File: src/rtl/err_event_monitor_if.sv
// err_event_monitor_if: event inputs, clears, readback select and counter/flag outputs of the monitor
interface err_event_monitor_if #(
    parameter int N_CH  = 4,
    parameter int SEL_W = 2,
    parameter int CNT_W = 5
);
    logic [N_CH-1:0]       I_EV;
    logic [N_CH-1:0]       I_CLR;
    logic [SEL_W-1:0]      I_SEL;
    logic [N_CH*CNT_W-1:0] O_CNT;
    logic [CNT_W-1:0]      O_SEL_CNT;
    logic [N_CH-1:0]       O_ALARM;
    logic                  O_ANY_ALARM;
    logic [N_CH-1:0]       O_OVF;

    modport master (
        output I_EV, I_CLR, I_SEL,
        input  O_CNT, O_SEL_CNT, O_ALARM, O_ANY_ALARM, O_OVF
    );

    modport slave (
        input  I_EV, I_CLR, I_SEL,
        output O_CNT, O_SEL_CNT, O_ALARM, O_ANY_ALARM, O_OVF
    );
endinterface

File: src/rtl/err_event_monitor.sv
// err_event_monitor: N-channel synchronised rising-edge counters with sticky alarm/overflow flags
module err_event_monitor #(
    parameter int N_CH        = 4,
    parameter int SEL_W       = 2,
    parameter int CNT_W       = 5,
    parameter int SAT         = 1,
    parameter int THR         = 16,
    parameter int SYNC_STAGES = 1
) (
    input logic CLK,
    input logic RST_n,
    err_event_monitor_if.slave bus
);
    localparam logic [CNT_W-1:0] MAX = '1;

    logic [N_CH-1:0]  sync_d [SYNC_STAGES];
    logic [N_CH-1:0]  sync_q [SYNC_STAGES];
    logic [N_CH-1:0]  prev_d, prev_q;
    logic [N_CH-1:0]  ev_edge;
    logic [N_CH-1:0]  alarm_d, alarm_q;
    logic [N_CH-1:0]  ovf_d, ovf_q;
    logic [CNT_W-1:0] cnt_d [N_CH];
    logic [CNT_W-1:0] cnt_q [N_CH];

    // synchroniser shift, edge detect and per-channel counter/flag update (clear wins over an edge)
    always_comb begin
        sync_d[0] = bus.I_EV;
        for (int s = 1; s < SYNC_STAGES; s++) sync_d[s] = sync_q[s-1];
        prev_d  = sync_q[SYNC_STAGES-1];
        ev_edge = sync_q[SYNC_STAGES-1] & ~prev_q;
        cnt_d   = cnt_q;
        alarm_d = alarm_q;
        ovf_d   = ovf_q;
        for (int i = 0; i < N_CH; i++) begin
            if (bus.I_CLR[i]) begin
                cnt_d[i]   = '0;
                alarm_d[i] = 1'b0;
                ovf_d[i]   = 1'b0;
            end else if (ev_edge[i]) begin
                cnt_d[i]   = (cnt_q[i] != MAX) ? cnt_q[i] + 1'b1 : ((SAT != 0) ? MAX : '0);
                ovf_d[i]   = ovf_q[i] | (cnt_q[i] == MAX);
                alarm_d[i] = alarm_q[i] | ((THR != 0) && (32'(cnt_d[i]) >= THR));
            end
        end
    end

    // state registers; reset clears everything immediately
    always_ff @(posedge CLK or negedge RST_n) begin
        if (!RST_n) begin
            sync_q  <= '{default: '0};
            prev_q  <= '0;
            cnt_q   <= '{default: '0};
            alarm_q <= '0;
            ovf_q   <= '0;
        end else begin
            sync_q  <= sync_d;
            prev_q  <= prev_d;
            cnt_q   <= cnt_d;
            alarm_q <= alarm_d;
            ovf_q   <= ovf_d;
        end
    end

    // packed counter bus, combinational readback mux (0 for unused selects) and flag outputs
    always_comb begin
        bus.O_SEL_CNT = '0;
        for (int i = 0; i < N_CH; i++) begin
            bus.O_CNT[i*CNT_W +: CNT_W] = cnt_q[i];
            if (32'(bus.I_SEL) == i) bus.O_SEL_CNT = cnt_q[i];
        end
        bus.O_ALARM     = alarm_q;
        bus.O_OVF       = ovf_q;
        bus.O_ANY_ALARM = |alarm_q;
    end
endmodule

File: src/flat_wrapper.sv
// flat-port wrapper written by rule: the top's interface ports become plain ports
module err_event_monitor_flat 
#(
    parameter int N_CH        = 4,
    parameter int SEL_W       = 2,
    parameter int CNT_W       = 5,
    parameter int SAT         = 1,
    parameter int THR         = 16,
    parameter int SYNC_STAGES = 1
)
  (CLK, RST_n, bus_I_EV, bus_I_CLR, bus_I_SEL, bus_O_CNT, bus_O_SEL_CNT, bus_O_ALARM, bus_O_ANY_ALARM, bus_O_OVF);
  err_event_monitor_if #(.N_CH(N_CH), .SEL_W(SEL_W), .CNT_W(CNT_W)) bus_i ();
  input logic CLK;
  input logic RST_n;
  input wire logic [$bits(bus_i.I_EV)-1:0] bus_I_EV;
  input wire logic [$bits(bus_i.I_CLR)-1:0] bus_I_CLR;
  input wire logic [$bits(bus_i.I_SEL)-1:0] bus_I_SEL;
  output wire logic [$bits(bus_i.O_CNT)-1:0] bus_O_CNT;
  output wire logic [$bits(bus_i.O_SEL_CNT)-1:0] bus_O_SEL_CNT;
  output wire logic [$bits(bus_i.O_ALARM)-1:0] bus_O_ALARM;
  output wire logic [$bits(bus_i.O_ANY_ALARM)-1:0] bus_O_ANY_ALARM;
  output wire logic [$bits(bus_i.O_OVF)-1:0] bus_O_OVF;
  assign bus_i.I_EV = bus_I_EV;
  assign bus_i.I_CLR = bus_I_CLR;
  assign bus_i.I_SEL = bus_I_SEL;
  assign bus_O_CNT = bus_i.O_CNT;
  assign bus_O_SEL_CNT = bus_i.O_SEL_CNT;
  assign bus_O_ALARM = bus_i.O_ALARM;
  assign bus_O_ANY_ALARM = bus_i.O_ANY_ALARM;
  assign bus_O_OVF = bus_i.O_OVF;
  err_event_monitor #(.N_CH(N_CH), .SEL_W(SEL_W), .CNT_W(CNT_W), .SAT(SAT), .THR(THR), .SYNC_STAGES(SYNC_STAGES)) u_core (.CLK(CLK), .RST_n(RST_n), .bus(bus_i));
endmodule
File: config.mk
export PLATFORM = sky130hd
export DESIGN_NAME = err_event_monitor_flat
export DESIGN_NICKNAME = d
export VERILOG_FILES = /design/src/rtl/err_event_monitor_if.sv /design/src/rtl/err_event_monitor.sv /design/src/flat_wrapper.sv
export SDC_FILE = /design/constraint.sdc
export NUM_CORES = 1
export LEC_CHECK = 0
export ABC_AREA = 1
export ABC_CLOCK_PERIOD_IN_PS = 1400
export BUFFER_PORTS_ARGS = -buffer_cell sky130_fd_sc_hd__buf_4
export CORE_AREA = 2 2 62 64
export DETAILED_ROUTE_END_ITERATION = 10
export DIE_AREA = 0 0 64 66
export PLACE_DENSITY = 0.75
export SLEW_MARGIN = 20
export SYNTH_ARGS = -nofsm -noshare
export SYNTH_HDL_FRONTEND = slang
export SYNTH_SLANG_ARGS = --single-unit
export TNS_END_PERCENT = 20
File: constraint.sdc
create_clock -name CLK -period 1.4 [get_ports CLK]
set_input_delay 0.28 -clock CLK [delete_from_list [all_inputs] [get_ports CLK]]
set_output_delay 0.28 -clock CLK [all_outputs]
set_load 0.05 [all_outputs]
==> out/metrics.csv <==
metric;value;unit
status;finished with violations;
failing checks;setup timing;
# DRC;0;
Sum Neg Setup Slack;-0.1489;ns
Final period util;1.037;
Power Total;1.911;mW
Initial Util;0.4933;
met3 Use GR;0.04940;
mean area per synthesized cell;7.926;µm²
final instance area;2475;µm²
Core Footprint;3551;µm²
vias per cell;4.837;
Netlist Area Pre-Place;1752;µm²
CTS tree;yes;
Final Util;0.6970;
clock root buffer;clkbuf_4;
Synth area leaders;dfrtp_1, nand2_1, nand3_1, inv_1, nand4_1;
Sw Ratio;0.2650;
largest net degree at the start of global routing;37;
area leader, netlist;dfrtp_1;
Post-Syn Nets;237;
Detail Placement HPWL;2836;µm
TritonRoute pass-1 iters;6;
Pint;1.404;mW
Setup CP Type;reg2out;
die height;66;µm
Post-Route Skew;0.01194;ns
worst-path fanout max;2;
Unique masters post-synth;16;
Logic pwr share;0.137;
Most Crowded Layer GR;met2;
CP Data Required Time;1.12;ns
# port buffers;45;
Syn Inst Count;221;
row count;22;
Routed WL;4119;µm
Leakage;1.353;nW
non-filler cells, final;343;
All-Layer GR Usage;0.2220;
fin. max-slew vios;0;
Slew HR;0.7008;
gpl congestion;0.8313;
Setup-failing EPs final;5;
Hold WS;0.03529;ns
CP Capture Type;primary output;
DR vias;1659;
die area;4224;µm²
Worst VDD drop;0.6281;mV
CTS buffer count;5;
total power per unit cell area;772.1;nW/µm²
worst slack, placed;0.04340;ns
clk_lat worst skew;0.34;ns
Antenna diodes;0;
I/O pin count;46;
Die W;64;µm
Seq pwr share;0.564;
hold crit path type;in2reg;
clock slew at reported path FFs;0.10;ns
Least-Margin Pin Slew;0.4488;ns
DR iter-0 viols;94;
sequential area share after synthesis;0.5143;
fin worst setup slack;-0.05168;ns
Num Clock Sinks;36;
CP arrival;1.17;ns
H-tree Lvls;2;
power share of the clock group;0.299;
kind of launch point of the worst setup path;flop;
Final Hold Vio Count;0;
Area after DPL;2170;µm²
grt met2 use;0.3594;
grt total ovfl;0;
RSZ-0062 raised after global routing;yes;
first-pass GRT wire length;7120;µm
Synth top area share;0.5143;
nets;310;
DR WL/cell;12.01;µm
fmax;688.9;MHz
P&R area growth vs syn;41.29;%
max_cap viols;0;
#FFs+latches synth;36;
placed cell count;313;
post-layout min period;1.452;ns
Final ANT Viol Nets;0;
share of cells above drive strength 1;0.3559;
clock tree buffer depth;2;
sw power;506.3;µW
initial antenna violation count;0;
vias in the first global route;1591;
Ys Warns;0;
met1 Track Usage GR;0.2791;
## power groups by stage
stage	clock network (mW)	logic (mW)	registers (mW)
after global placement	0	0.209	1.11
after global routing	0.630	0.287	1.08
final	0.571	0.262	1.08
after CTS	0.581	0.252	1.08
after detailed placement	0	0.211	1.11
after floorplan	0	0.0758	1.15
## registers in the layout (all words and copies together), names as in the netlist
signal / count
u_core.bus.O_CNT: 20
u_core.bus.O_ALARM: 4
u_core.prev_d: 4
u_core.bus.O_OVF: 4
u_core.prev_q: 4
## critical path: stages (launching register included)
cell	delay [ns]
dfrtp_2	0.41
nand2_1	0.08
nand4_1	0.15
buf_6	0.19
## kinds of logic (layout without fill, tap and decap cells)
kind of cell	Yosys count	in the layout	share of synthesized area
xor+xnor	2	2	0.01000
flops	36	36	0.5143
fa+ha+maj	4	4	0.02857
compound gates	8	8	0.02500
simple gates	138	138	0.3507
buf+inv	33	107	0.07143
## area by class of cell
type                    count  area, µm²
clock buffers               8      58.81
fillers                   291       1076
inverters                  32      120.1
multi-input cells         152      725.7
flip-flops and latches     36      925.9
well taps                  48      60.06
repair buffers             67      584.3
## placed cells by master, fill, tap and decap left out
master / Yosys / layout
xor2_1: 2 / 2
ha_1: 4 / 4
nor2_1: 14 / 14
clkbuf_1: 0 / 2
inv_1: 32 / 29
dfrtp_2: 0 / 20
nor2_2: 4 / 4
nand4_1: 11 / 11
o21ai_2: 1 / 1
dfrtp_1: 36 / 16
buf_6: 0 / 21
clkbuf_8: 0 / 1
or2_2: 1 / 1
nand3_2: 3 / 3
clkbuf_4: 0 / 5
nand3_1: 28 / 28
nand2_1: 76 / 76
a21oi_1: 1 / 1
dlygate4sd3_1: 0 / 1
o21ai_0: 6 / 4
inv_2: 0 / 3
buf_4: 0 / 45
o21ai_1: 0 / 2
nand2_2: 1 / 1
## metal layers
layer | wire, µm | vias to the layer above
li1 | - | 850
met1 | 1808 | 757
met2 | 1990 | 41
met3 | 223 | 11
met4 | 96 | 0
met5 | 0 | -
## synthesized netlist by cell type
master and n:
nor2_1 14, o21ai_2 1, nand3_1 28, nor2_2 4, dfrtp_1 36, nand2_2 1
ha_1 4, nand2_1 76, nand3_2 3, nand4_1 11, buf_2 1, a21oi_1 1
o21ai_0 6, or2_2 1, inv_1 32, xor2_1 2
## timing repair
item / in CTS / in global routing
hold buffers: 1 / 0
gates cloned: 0 / 0
pin swaps: 4 / 1
setup endpoints to repair: 6 / 22
resized for setup: 10 / 16
hold endpoints to repair: 36 / 0
buffers inserted: 21 / 0
## worst paths after layout
check,startpoint,to,slack (ns),cells past startpoint
worst max-delay path,u_core.bus.O_CNT[16],bus_O_SEL_CNT[1],-0.05,3
worst min-delay path,bus_I_EV[1],u_core.prev_d[1],0.04,1
worst max register to register,u_core.bus.O_CNT[5],u_core.bus.O_ALARM[1],0.08,6
worst min register to register,u_core.prev_d[0],u_core.prev_q[0],0.39,0
max in group asynchronous,RST_n,u_core.bus.O_CNT[12],0.63,2
min in group asynchronous,RST_n,u_core.bus.O_CNT[19],0.42,2
Power figures use the tool's default switching activity.
